===== src/rtl/serial_subtractor_pkg.sv =====
// serial_subtractor_pkg: shared FSM state encoding and sizing helper for the bit-serial subtractor.
//   Contents: state_e (S_IDLE/S_SHIFT/S_DONE), DEFAULT_WIDTH, cnt_width().
package serial_subtractor_pkg;

    typedef enum logic [1:0] {
        S_IDLE  = 2'd0,
        S_SHIFT = 2'd1,
        S_DONE  = 2'd2
    } state_e;

    localparam int DEFAULT_WIDTH = 8;

    // One extra bit so the counter can reach WIDTH when WIDTH is a power of two.
    function automatic int cnt_width(input int width);
        return $clog2(width) + 1;
    endfunction

endpackage


===== src/rtl/serial_subtractor_if.sv =====
// serial_subtractor_if: start/done handshake and operand/result bus of the serial subtractor.
//   start       host -> block  request, sampled only while idle
//   a, b        host -> block  minuend / subtrahend, captured on accepted start
//   busy        block -> host  high while an operation is in flight (SHIFT and DONE)
//   done        block -> host  one-cycle pulse, result valid
//   diff        block -> host  a - b mod 2^WIDTH, held until the next done
//   borrow_out  block -> host  1 iff a < b, held with diff
interface serial_subtractor_if #(
    parameter int WIDTH = serial_subtractor_pkg::DEFAULT_WIDTH
);
    logic             start;
    logic [WIDTH-1:0] a;
    logic [WIDTH-1:0] b;
    logic             busy;
    logic             done;
    logic [WIDTH-1:0] diff;
    logic             borrow_out;

    modport master (
        output start, a, b,
        input  busy, done, diff, borrow_out
    );

    modport slave (
        input  start, a, b,
        output busy, done, diff, borrow_out
    );
endinterface


===== src/rtl/serial_subtractor_fs.sv =====
// serial_subtractor_fs: single-bit subtraction cells used by the serial subtractor.
//   half_subtractor: x_i, y_i -> d_o (difference), b_o (borrow)
//   full_subtractor: x_i, y_i, bin_i -> d_o (difference), bout_o (borrow)
module half_subtractor (
    input  logic x_i,
    input  logic y_i,
    output logic d_o,
    output logic b_o
);
    assign d_o = x_i ^ y_i;
    assign b_o = ~x_i & y_i;
endmodule

module full_subtractor (
    input  logic x_i,
    input  logic y_i,
    input  logic bin_i,
    output logic d_o,
    output logic bout_o
);
    logic d1, b1, b2;

    half_subtractor u_hs0 (.x_i(x_i), .y_i(y_i),   .d_o(d1),  .b_o(b1));
    // Second stage subtracts the incoming borrow from the first-stage difference.
    half_subtractor u_hs1 (.x_i(d1),  .y_i(bin_i), .d_o(d_o), .b_o(b2));

    assign bout_o = b1 | b2;
endmodule


===== src/rtl/serial_subtractor.sv =====
// serial_subtractor: bit-serial unsigned subtractor, one bit per cycle LSB first, start/done handshake.
//   clk   in  rising-edge clock
//   rst   in  synchronous active-high reset, aborts any operation without a done
//   bus   slave side of serial_subtractor_if (start, a, b -> busy, done, diff, borrow_out)
module serial_subtractor
    import serial_subtractor_pkg::*;
#(
    parameter int WIDTH = DEFAULT_WIDTH
) (
    input  logic               clk,
    input  logic               rst,
    serial_subtractor_if.slave bus
);
    localparam int CW = cnt_width(WIDTH);

    state_e           state_q;
    logic [WIDTH-1:0] sa_q, sb_q, sd_q, diff_q;
    logic [WIDTH-1:0] sd_d;
    logic [CW-1:0]    cnt_q;
    logic             br_q, bo_q, busy_q, done_q;
    logic             fs_d, fs_bo;

    full_subtractor u_fs (
        .x_i   (sa_q[0]),
        .y_i   (sb_q[0]),
        .bin_i (br_q),
        .d_o   (fs_d),
        .bout_o(fs_bo)
    );

    // Result bits enter at the top so the LSB lands at bit 0 after WIDTH shifts.
    assign sd_d = {fs_d, sd_q[WIDTH-1:1]};

    always_ff @(posedge clk) begin
        if (rst) begin
            state_q <= S_IDLE;
            sa_q    <= '0;
            sb_q    <= '0;
            sd_q    <= '0;
            diff_q  <= '0;
            cnt_q   <= '0;
            br_q    <= 1'b0;
            bo_q    <= 1'b0;
            busy_q  <= 1'b0;
            done_q  <= 1'b0;
        end else begin
            case (state_q)
                S_IDLE: begin
                    if (bus.start) begin
                        sa_q    <= bus.a;
                        sb_q    <= bus.b;
                        br_q    <= 1'b0;
                        cnt_q   <= '0;
                        busy_q  <= 1'b1;
                        state_q <= S_SHIFT;
                    end
                end
                S_SHIFT: begin
                    sd_q  <= sd_d;
                    sa_q  <= sa_q >> 1;
                    sb_q  <= sb_q >> 1;
                    br_q  <= fs_bo;
                    cnt_q <= cnt_q + 1'b1;
                    if (cnt_q == CW'(WIDTH - 1)) begin
                        diff_q  <= sd_d;
                        bo_q    <= fs_bo;
                        done_q  <= 1'b1;
                        state_q <= S_DONE;
                    end
                end
                S_DONE: begin
                    done_q  <= 1'b0;
                    busy_q  <= 1'b0;
                    state_q <= S_IDLE;
                end
                default: begin
                    done_q  <= 1'b0;
                    busy_q  <= 1'b0;
                    state_q <= S_IDLE;
                end
            endcase
        end
    end

    assign bus.busy       = busy_q;
    assign bus.done       = done_q;
    assign bus.diff       = diff_q;
    assign bus.borrow_out = bo_q;
endmodule


===== src/flat_wrapper.sv =====
// flat-port wrapper written by rule: the top's interface ports become plain ports
module serial_subtractor_flat import serial_subtractor_pkg::*;
#(
    parameter int WIDTH = DEFAULT_WIDTH
)
  (clk, rst, bus_start, bus_a, bus_b, bus_busy, bus_done, bus_diff, bus_borrow_out);
  serial_subtractor_if #(.WIDTH(WIDTH)) bus_i ();
  input  logic clk;
  input  logic rst;
  input wire logic [$bits(bus_i.start)-1:0] bus_start;
  input wire logic [$bits(bus_i.a)-1:0] bus_a;
  input wire logic [$bits(bus_i.b)-1:0] bus_b;
  output wire logic [$bits(bus_i.busy)-1:0] bus_busy;
  output wire logic [$bits(bus_i.done)-1:0] bus_done;
  output wire logic [$bits(bus_i.diff)-1:0] bus_diff;
  output wire logic [$bits(bus_i.borrow_out)-1:0] bus_borrow_out;
  assign bus_i.start = bus_start;
  assign bus_i.a = bus_a;
  assign bus_i.b = bus_b;
  assign bus_busy = bus_i.busy;
  assign bus_done = bus_i.done;
  assign bus_diff = bus_i.diff;
  assign bus_borrow_out = bus_i.borrow_out;
  serial_subtractor #(.WIDTH(WIDTH)) u_core (.clk(clk), .rst(rst), .bus(bus_i));
endmodule

===== config.mk =====
export PLATFORM = sky130hd
export DESIGN_NAME = serial_subtractor_flat
export DESIGN_NICKNAME = d
export VERILOG_FILES = /design/src/rtl/serial_subtractor_pkg.sv /design/src/rtl/serial_subtractor_if.sv /design/src/rtl/serial_subtractor_fs.sv /design/src/rtl/serial_subtractor.sv /design/src/flat_wrapper.sv
export SDC_FILE = /design/constraint.sdc
export NUM_CORES = 1
export LEC_CHECK = 0
export CORE_MARGIN = 4
export CORE_UTILIZATION = 45
export DETAILED_ROUTE_END_ITERATION = 10
export DONT_BUFFER_PORTS = 1
export GPL_TIMING_DRIVEN = 0
export SYNTH_ARGS = -nofsm -noshare
export SYNTH_HDL_FRONTEND = slang
export SYNTH_HIERARCHICAL = 1
export SYNTH_SLANG_ARGS = --single-unit

===== constraint.sdc =====
create_clock -name clk -period 1.35 [get_ports clk]
set_input_delay 0.135 -clock clk [delete_from_list [all_inputs] [get_ports clk]]
set_output_delay 0.135 -clock clk [all_outputs]
set_load 0.05 [all_outputs]

# Word level (Yosys, flattened, before mapping)
# Cells that the tools add are included.
# W data, S select, Z words.
word_totals:
  inputBits: 19
  wordCells: 46
  output_inout_bits: 11
  regBits: 42
op_classes:
  eq_ne: 4
  muxes: 15
  n_addsub: 1
  n_bitwise: 9
  n_reduce_logical: 7
op_table:
  columns: ["cell", "n"]
  rows:
  - ["$pmux W8 S2", 2]
  - ["$mux W8", 2]
  - ["$reduce_and A2 Y1", 5]
  - ["$pmux W4 S2", 1]
  - ["$pmux W1 S2", 3]
  - ["$add A4 B1 Y4 const B", 1]
  - ["$eq A4 B3 Y1 const B", 1]
  - ["$mux W2", 2]
  - ["$mux W4", 1]
  - ["$not A1 Y1", 4]
  - ["$pmux W2 S2", 1]
  - ["$mux W1", 3]
  - ["$and A1 B1 Y1", 2]
  - ["$eq A2 B1 Y1 const B", 1]
  - ["$logic_not A2 Y1", 1]
  - ["$ne A2 B1 Y1 const B", 1]
  - ["$ne A2 B2 Y1 const B", 1]
  - ["$reduce_bool A2 Y1", 1]
  - ["$xor A1 B1 Y1", 2]
  - ["$or A1 B1 Y1", 1]

# Logic depth before layout (Yosys ltp)
# Gate-level depths: netlist of run 1.
logic_depth:
  depth_word: 5
  ltp_mapped: 8
  ltp_nobuf: 8

# Hierarchy
# Netlist of run 1, hierarchy kept.
by_module_without_submodules:
  columns: ["module", "area_per_inst_um2", "instances", "seq_area_each_um2", "cells_each"]
  rows:
  - ["serial_subtractor", 1697.9, 1, 820.8, 198]
  - ["half_subtractor", 20.0, 2, 0.0, 3]
  - ["full_subtractor", 6.3, 1, 0.0, 1]

# Worst setup path before layout of run 1
# No wires, ideal clock.
synth_path:
  path_type: "reg2reg"
  from: "reg u_core.sa_q[0]"
  to: "reg u_core.br_q"
  required_time_ns: 1.222
  setup_time_ns: 0.128
  t_arrival_ns: 1.289
  period_less_slack_ns: 1.416
  n_path_buf: 0
  setup_slack_ns: -0.066
  path_stages_with_launch: 9
  path_cell_list: "dfxtp_1 -> inv_1 -> ha_1 -> inv_1 -> inv_1 -> ha_1 -> or2_1 -> a22oi_1 -> nor2_1"
synth_via:
  elab_chain_len: 5
  elab_cells_between_ends: 7
  cone_classes: "mux (1); bitwise (6)"
synth_lines:
  columns: ["item", "line", "rtl"]
  rows:
  - ["start: declaration", "serial_subtractor.sv:17", "logic [WIDTH-1:0] sa_q, sb_q, sd_q, diff_q;"]
  - ["start signal: assignment", "serial_subtractor.sv:50", "sa_q <= bus.a;"]
  - ["start signal: assignment", "serial_subtractor.sv:60", "sa_q <= sa_q >> 1;"]
  - ["$xor A1 B1 Y1", "serial_subtractor_fs.sv:10", "assign d_o = x_i ^ y_i;"]
  - ["via u_core.u_fs.d1", "serial_subtractor_fs.sv:21", "logic d1, b1, b2;"]
  - ["$not A1 Y1", "serial_subtractor_fs.sv:11", "assign b_o = ~x_i & y_i;"]
  - ["$and A1 B1 Y1", "serial_subtractor_fs.sv:11", null]
  - ["via u_core.u_fs.b2", "serial_subtractor_fs.sv:21", null]
  - ["$or A1 B1 Y1", "serial_subtractor_fs.sv:27", "assign bout_o = b1 | b2;"]
  - ["via u_core.fs_bo", "serial_subtractor.sv:21", "logic fs_d, fs_bo;"]
  - ["$pmux W1 S2", "serial_subtractor.sv:47", "case (state_q)"]
  - ["end signal: assignment", "serial_subtractor.sv:62", "br_q <= fs_bo;"]
  - ["end: declaration", "serial_subtractor.sv:20", "logic br_q, bo_q, busy_q, done_q;"]
# The timed path passes the listed nets, and every way through them passes these cells.
# A chain may end at the register's enable or synchronous reset.

# Final worst setup path of run 1
# Same ends and word-level chain as after synthesis.

==> flow_metrics.tcl, run 1 <==
set metrics [dict create \
    die-area_um2 4940 \
    synth_top_area_frac 0.471 \
    wl_per_cell_um 15.7 \
    num_vias 1495 \
    routed-wl-met3_um 226 \
    crit_fanout 2 \
    met2WireLength_um 1860 \
    synth_nets 227 \
    io_buffers 0 \
    syn_area_um2 1740 \
    io-pin-count 30 \
    fillers 380 \
    syn_to_final_growth_pct 14.6 \
    gp_congestion 0.803 \
    leakage_nw 0.691 \
    crit_required_ns 1.51 \
    drc_errors 0 \
    crit_family "adder cells" \
    rows 22 \
    cap_violations 0 \
    power_mw 2.35 \
    seq_area_frac_synth 0.471 \
    crit_chain "inv_2 > ha_4 > inv_2 > inv_2 > ha_4 > or2_1 > a22oi_2 > nor2_1" \
    fin_crit_sh 1.03 \
    slowest_delay_ns 0.34 \
    slew_violations 0 \
    nNetsFinal 237 \
    grt_pass1_wl_um 6870 \
    timing.rr.end "u_core/br_q" \
    crit_slowest_cell "dfxtp_2" \
    hpwl_um 2860 \
    r2r_cells 8 \
    antenna_cells 0 \
    clkTransAtPathRegs_ns 0.08 \
    synth_top_cell_by_area "dfxtp_1" \
    path_common_cell "inv_2" \
    highest-signal-layer "met4" \
    grt_max_degree 12 \
    slew_headroom 0.651 \
    htreeDepth 2 \
    cts_tree "built" \
    worst-path-stages 8 \
    reg2reg_from "u_core/sa_q[0]" \
    dpl_cell_area_um2 1810 \
    m1WireLength_um 2030 \
    wl_um 4140 \
    crit_type "reg -> reg" \
    final.setup.worst_slack_ns -0.0406 \
    final_cell_mix "dfxtp_1 (36), nor2_1 (33), a21oi_1 (18), nand2_1 (18), a211oi_1 (14)" \
    cp-start-kind "flop" \
    start_util 0.469 \
    layout_commonest_cell "dfxtp_1" \
    die-height_um 70.3 \
    whs_ns 0.0817 \
    synth.avg_cell_area_um2 8.51 \
    final_cell_area_um2 2000 \
    synth_top_cells_by_area "dfxtp_1 (47%), nor2_1 (7.1%), a211oi_1 (6.5%)" \
    dr.pass1.iters 4 \
    clockBufferDepth 2 \
    die_w_um 70.3 \
    ant_nets 0 \
    max_clock_freq_ghz 0.719 \
    worst_pin_slew_ns 0.523 \
    grt_pass1_vias 1402 \
    dp.cells 253 \
    cp_data_arrival_time_ns 1.55 \
    r2r_slack_ns -0.04 \
    finalHoldViolations 0 \
    viasPerCell 5.66 \
    rsz0062_at_grt "yes" \
    clockRootBuffer "clkbuf_8" \
    yosysWarnings 6 \
    setup_viol 1 \
    grt_overflow 0 \
    min_path_type "in -> reg" \
    failed_checks "negative setup slack" \
    outcome "finished with violations" \
    syn_inst 205 \
    fin_skew_ns 0.00403 \
    synth-seq-cells 41 \
    clk_latency_ns 0.28 \
    crit_start "u_core/sa_q[0]" \
    final.min_clock_period_ns 1.39 \
    peakVddDrop_v 0.000647 \
    layout-drive-gt1-share 0.157 \
    path_buf_inv 3 \
    cp-end-kind "flop" \
    grt_usage 0.173 \
    critPathCapture "u_core/br_q" \
    final.setup.tns_ns -0.0406 \
    fp.coreArea_um2 3720 \
    instances_no_fill 264 \
    cts_buffers 5 \
    cts_num_sinks 41 \
    antenna_found_initial 0 \
    drt_iter0_markers 126 \
    synth.distinct_cells 28 \
    p_per_area_nw_per_um2 1180 \
]
worst min path at each step:
stage / startpoint / endpoint / slack, ns / cells past startpoint
3_5_place_dp: rst / u_core/state_q[0] / 0.22 / 1
5_1_grt: bus_b[5] / u_core/sb_q[5] / 0.1 / 2
6_report: bus_b[5] / u_core/sb_q[5] / 0.08 / 2
4_1_cts: bus_b[5] / u_core/sb_q[5] / 0.08 / 2
3_3_place_gp: rst / u_core/state_q[0] / 0.22 / 1
2_1_floorplan: rst / u_core/state_q[0] / 0.22 / 1
what timing repair did:
action                                 in CTS  in global routing
pin swaps                                   4                  4
setup endpoints to repair                   3                 33
endpoints found under the hold margin       3                  0
resized for setup                           6                 20
hold buffers                                3                  0
gates cloned                                0                  0
buffers inserted                            0                  0
layout make-up:
class | count | area [um2] | share of cell area
multi-input combinational | 141 | 873 | 0.437
inverter | 6 | 22.5 | 0.0113
timing repair buffer | 3 | 30.0 | 0.0150
tap | 48 | 60.1 | 0.0300
sequential | 41 | 830 | 0.415
clock buffer | 8 | 80.1 | 0.0401
buffer | 17 | 104 | 0.0519
routing by layer:
metal,vias to the layer above,track usage
met3,2,0.0504
met2,37,0.257
li1,748,-
met5,-,0
met4,0,0.0447
met1,708,0.244
state kept, by name, indices dropped and copies added, names as in the netlist:
signal	count
u_core/bus.borrow_out	1
u_core/bus.busy	1
u_core/bus.diff	8
u_core/br_q	1
u_core/sd_q	7
u_core/state_q	2
u_core/sb_q	8
u_core/bus.done	1
u_core/cnt_q	4
u_core/sa_q	8
Yosys cell counts (all sizes together):
library cell,count
nand2,19
or3,1
nand3b,2
clkbuf,7
nand3,11
ha,3
a22oi,4
o31ai,9
or2,1
nor3,1
o21bai,1
o21ba,1
nor3b,1
buf,10
o22ai,2
dfxtp,41
inv,6
a2111oi,1
nor2,33
a21oi,18
and3b,1
a31oi,2
o2bb2ai,12
nand2b,2
a211oi,15
nor2b,1
cell families (layout without fill, tap and decap cells):
logic type               after synthesis  count (layout)  synth area share
AO/OA/AOI/OAI                         65              65             0.263
AND/OR/NAND/NOR                       73              73             0.182
flip-flops                            41              41             0.471
adder cells (fa/ha/maj)                3               3            0.0215
buffers and inverters                 23              34            0.0631
through the flow:
stage	setup WS [ns]	utilization
2_1_floorplan	-0.0206	-
6_report	-0.0406	0.538
3_3_place_gp	-0.0844	0.487
5_1_grt	-0.105	0.538
4_1_cts	-0.0532	0.523
3_5_place_dp	-0.0907	0.487
power breakdown:
part	internal (mW)	leakage [nW]	switching (mW)
Sequential	1.26	0.337	0.0476
Combinational	0.116	0.314	0.161
Clock	0.368	0.0395	0.397
Total	1.75	0.691	0.606
worst register-to-register path, cell delays in order, from the launching register on:
cell	delay, ns
dfxtp_2	0.34
inv_2	0.04
ha_4	0.21
inv_2	0.05
inv_2	0.03
ha_4	0.14
or2_1	0.23
a22oi_2	0.18
nor2_1	0.06
(Power assumes the default switching activity.)
==> run 2, diff against run 1 <==
--- a/config.mk
+++ b/config.mk
@@ -10,6 +10,7 @@
 export DETAILED_ROUTE_END_ITERATION = 10
 export DONT_BUFFER_PORTS = 1
 export GPL_TIMING_DRIVEN = 0
+export SETUP_SLACK_MARGIN = 0.1
 export SYNTH_ARGS = -nofsm -noshare
 export SYNTH_HDL_FRONTEND = slang
 export SYNTH_HIERARCHICAL = 1
==> run 2 against run 1 <==
The run still ends with negative setup slack left. Critical path type unchanged. Power increased by 1.2%. Largest cell class unchanged. Setup slack improved by 0.0053 ns. Non-clock buffer count increased by 3.
==> flow_metrics.tcl, run 2 (synthesis results as in run 1) <==
set metrics [dict create \
    outcome "finished with violations" \
    failed_checks "negative setup slack" \
    setup_viol 1 \
    ant_nets 0 \
    peakVddDrop_v 0.000633 \
    die_w_um 70.3 \
    slew_violations 0 \
    path_common_cell "inv_2" \
    die-height_um 70.3 \
    p_per_area_nw_per_um2 1090 \
    r2r_cells 8 \
    clockBufferDepth 2 \
    worst-path-stages 8 \
    grt_overflow 0 \
    multi_input_area_um2 982 \
    die-area_um2 4940 \
    worst_pin_slew_ns 0.584 \
    final.setup.worst_slack_ns -0.0354 \
    max_clock_freq_ghz 0.722 \
    crit_fanout 2 \
    viasPerCell 5.70 \
    cts_tree "built" \
    antenna_cells 0 \
    path_buf_inv 3 \
    gp_congestion 0.803 \
    wl_um 4300 \
    num_vias 1521 \
    grt_pass1_vias 1432 \
    fp.coreArea_um2 3720 \
    leakage_nw 0.739 \
    rsz0062_at_grt "yes" \
    cts_num_sinks 41 \
    drc_errors 0 \
    final.min_clock_period_ns 1.39 \
    drt_iter0_markers 132 \
    crit_slowest_cell "dfxtp_2" \
    fin_skew_ns 0.00303 \
    crit_type "reg -> reg" \
    fin_crit_sh 1.03 \
    antenna_found_initial 0 \
    cts_buffers 5 \
    rows 22 \
    io-pin-count 30 \
    seqCellArea_um2 840 \
    wl_per_cell_um 16.1 \
    finalHoldViolations 0 \
    layout-drive-gt1-share 0.260 \
    htreeDepth 2 \
    hpwl_um 2860 \
    grt_usage 0.176 \
    whs_ns 0.0869 \
    io_buffers 0 \
    start_util 0.469 \
    power_mw 2.38 \
    crit_family "adder cells" \
    clockRootBuffer "clkbuf_8" \
    grt_max_degree 12 \
    cp_data_arrival_time_ns 1.55 \
    min_delay_path_depth 2 \
    dr.pass1.iters 4 \
    syn_to_final_growth_pct 25.2 \
    slew_headroom 0.610 \
    nNetsFinal 240 \
    post-route-util 0.588 \
    fillers 346 \
    slowest_delay_ns 0.33 \
    crit_required_ns 1.51 \
    clk_latency_ns 0.28 \
    cap_violations 0 \
    clkTransAtPathRegs_ns 0.07 \
    grt_pass1_wl_um 6990 \
    cp-start-kind "flop" \
    final_cell_mix "dfxtp_1 (34), nor2_1 (33), nand2_1 (17)" \
    cp-end-kind "flop" \
    min_path_type "in -> reg" \
    crit_chain "inv_2 > ha_4 > inv_2 > inv_2 > ha_4 > or2_1 > a22oi_2 > nor2_1" \
    layout_commonest_cell "dfxtp_1" \
]
run 2: per-stage QoR:
stage / worst slack (ns) / setup TNS [ns] / cells / area [um2]
after floorplan: -0.0206 / -0.0206 / 205 / 1750
after global placement: -0.0844 / -0.0844 / 253 / 1810
after detailed placement: -0.0907 / -0.0907 / 253 / 1810
after CTS: -0.0532 / -0.0532 / 265 / 1990
after global routing: -0.104 / -0.113 / 267 / 2180
final: -0.0354 / -0.0354 / 267 / 2180
run 2: worst paths after layout:
| kind | startpoint | to | slack [ns] |
|---|---|---|---|
| worst max-delay path | u_core/sa_q[0] | u_core/br_q | -0.04 |
| worst min-delay path | bus_b[5] | u_core/sb_q[5] | 0.09 |
| worst max register to register | u_core/sa_q[0] | u_core/br_q | -0.04 |
| worst min register to register | u_core/sd_q[1] | u_core/sd_q[1] | 0.47 |
run 2: report_power, final:
part | leakage, nW | internal [mW] | switching (mW)
clock network | 0.0395 | 0.367 | 0.386
registers | 0.339 | 1.26 | 0.0500
logic | 0.361 | 0.141 | 0.176
run 2: worst reg2reg max path, stage by stage, from the launching register on:
cell	delay, ns
dfxtp_2	0.33
inv_2	0.04
ha_4	0.21
inv_2	0.05
inv_2	0.03
ha_4	0.14
or2_1	0.23
a22oi_2	0.18
nor2_1	0.06
run 2: per-layer routing:
layer	routed length (um)	part of all wire	global-route usage
met5	0	0	0
met1	2040	0.47	0.244
met2	2000	0.46	0.267
met3	239	0.056	0.0489
met4	24	0.0056	0.0447
run 2: layout make-up:
type	count	share of cell area
repair buffers	6	0.0258
flip-flops and latches	41	0.385
plain buffers	17	0.0653
clock buffers	8	0.0367
inverters	6	0.0103
well taps	48	0.0275
multi-input cells	141	0.450
run 2: what timing repair did:
action / 4_1_cts / 5_1_grt
endpoints found under the setup margin: 29 / 30
buffers inserted: 1 / 1
hold endpoints to repair: 3 / 0
gates resized for setup: 20 / 48
pin swaps: 5 / 15
hold buffers: 3 / 0
cloned: 0 / 1
==> run 3, diff against run 2 <==
--- a/config.mk
+++ b/config.mk
@@ -5,7 +5,6 @@
 export SDC_FILE = /design/constraint.sdc
 export NUM_CORES = 1
 export LEC_CHECK = 0
-export CORE_MARGIN = 4
 export CORE_UTILIZATION = 45
 export DETAILED_ROUTE_END_ITERATION = 10
 export DONT_BUFFER_PORTS = 1
@@ -15,3 +14,4 @@
 export SYNTH_HDL_FRONTEND = slang
 export SYNTH_HIERARCHICAL = 1
 export SYNTH_SLANG_ARGS = --single-unit
+export TNS_END_PERCENT = 100
==> constraint.sdc (replaced) <==
create_clock -name clk -period 1.2 [get_ports clk]
set_input_delay 0.12 -clock clk [delete_from_list [all_inputs] [get_ports clk]]
set_output_delay 0.12 -clock clk [all_outputs]
set_load 0.05 [all_outputs]
==> run 3 against run 2 <==
Largest power group unchanged. Hold slack got worse by 0.067 ns. Sequential share of layout area decreased by 6.5 points. The run still ends with negative setup slack left. Via count increased by 7.2%. Count of clock-buffer cells in the layout decreased by 1.
==> flow_metrics.tcl, run 3 (synthesis results as in run 1) <==
set metrics [dict create \
    timing.rr.end "u_core/br_q" \
    clkTransAtPathRegs_ns 0.08 \
    fin_crit_sh 1.16 \
    failed_checks "negative setup slack" \
    syn_to_final_growth_pct 50.1 \
    final.setup.worst_slack_ns -0.187 \
    critPathCapture "u_core/br_q" \
    drt_iter0_markers 110 \
    cp_data_arrival_time_ns 1.56 \
    antenna_found_initial 0 \
    gr-usage-met2 0.376 \
    min_path_type "in -> reg" \
    crit_fanout 2 \
    hpwl_um 2810 \
    clk_latency_ns 0.30 \
    final_cell_mix "dfxtp_1 (34), nand2_1 (16), buf_6 (15)" \
    final.min_clock_period_ns 1.39 \
    dpl_cell_area_um2 1850 \
    use_met3 0.0679 \
    leakage_nw 0.899 \
    ant_nets 0 \
    p_per_area_nw_per_um2 1170 \
    met1_usage 0.343 \
    cap_violations 0 \
    reg2reg_from "u_core/sa_q[0]" \
    worst_pin_slew_ns 0.626 \
    setup_viol 24 \
    crit_required_ns 1.37 \
    peakVddDrop_v 0.000713 \
    grt_overflow 0 \
    clockBufferDepth 2 \
    viasPerCell 5.78 \
    grt_usage 0.249 \
    crit_start "u_core/sa_q[0]" \
    layout_commonest_cell "dfxtp_1" \
    dp.cells 253 \
    cp-end-kind "flop" \
    grt_pass1_vias 1567 \
    layout-drive-gt1-share 0.504 \
    instances_no_fill 282 \
    die-area_um2 4130 \
    grt_pass1_wl_um 7730 \
    r2r_cells 8 \
    max_clock_freq_ghz 0.721 \
    nNetsFinal 255 \
    num_vias 1631 \
    crit_type "reg -> reg" \
    die_w_um 64.3 \
    rows 22 \
    cts_buffers 5 \
    slew_headroom 0.583 \
    antenna_cells 0 \
    final.setup.tns_ns -1.01 \
    start_util 0.473 \
    wl_um 5100 \
    cts_num_sinks 41 \
    die-height_um 64.3 \
    fp.coreArea_um2 3690 \
    drc_errors 0 \
    finalHoldViolations 0 \
    clockRootBuffer "clkbuf_8" \
    io-pin-count 30 \
    dr.pass1.iters 4 \
    cts_tree "built" \
    cp-start-kind "flop" \
    slew_violations 0 \
    outcome "finished with violations" \
    r2r_slack_ns -0.19 \
    htreeDepth 2 \
    grt-busiest-layer "met2" \
    final_cell_area_um2 2620 \
    io_buffers 0 \
    grt_max_degree 13 \
    wl_per_cell_um 18.1 \
    fin_skew_ns 0.00746 \
    rsz0062_at_grt "yes" \
    gp_congestion 0.768 \
]
-- run 3: worst max-delay path, stage by stage (launching register included) --
cell and delay [ns]:
dfxtp_2 0.34, inv_2 0.04, ha_4 0.21, inv_2 0.05, inv_2 0.03, ha_4 0.13
or2_1 0.22, a22oi_1 0.18, nor2_1 0.06
-- run 3: routing by layer --
layer	up-vias	wire length (um)
met2	42	2520
met3	7	253
met1	795	2270
li1	787	-
met4	0	52
met5	-	0
-- run 3: per-stage QoR --
stage	hold WS (ns)	power [mW]	setup slack (ns)	util
2_1_floorplan	0.192	1.72	-0.171	-
5_1_grt	0.0265	3.18	-0.244	0.710
3_3_place_gp	0.195	1.77	-0.221	0.501
4_1_cts	0.0188	2.95	-0.211	0.644
3_5_place_dp	0.197	1.79	-0.257	0.501
6_report	0.0202	3.06	-0.187	0.710
-- run 3: repair_timing --
item,4_1_cts,5_1_grt
gates cloned,4,0
hold buffers,3,0
endpoints found under the hold margin,3,0
pin swaps,28,19
resized for setup,71,55
buffers inserted,10,4
setup endpoints to repair,35,42
-- run 3: how the worst min path moves through the flow --
stage	start	endpoint	slack [ns]	depth (start not counted)
finish	bus_b[2]	u_core/sb_q[2]	0.02	2
detailed placement	rst	u_core/state_q[0]	0.20	1
global route	bus_b[2]	u_core/sb_q[2]	0.03	2
floorplan	rst	u_core/state_q[0]	0.19	1
global placement	rst	u_core/state_q[0]	0.20	1
CTS	bus_b[2]	u_core/sb_q[2]	0.02	2
-- run 3: layout make-up --
type	count	area (um2)
Multi-Input combinational cell	141	1210
Fill cell	279	1070
Sequential cell	41	837
Timing Repair Buffer	21	223
Buffer	17	149
Clock buffer	7	96.3
Tap cell	48	60.1
Inverter	6	37.5
Clock inverter	1	5.00
-- run 3: report_power, final --
group / total (mW) / leakage [nW] / internal (mW) / switching [mW]
registers: 1.49 / 0.339 / 1.42 / 0.0678
logic: 0.575 / 0.506 / 0.285 / 0.289
clock network: 0.996 / 0.0542 / 0.520 / 0.476
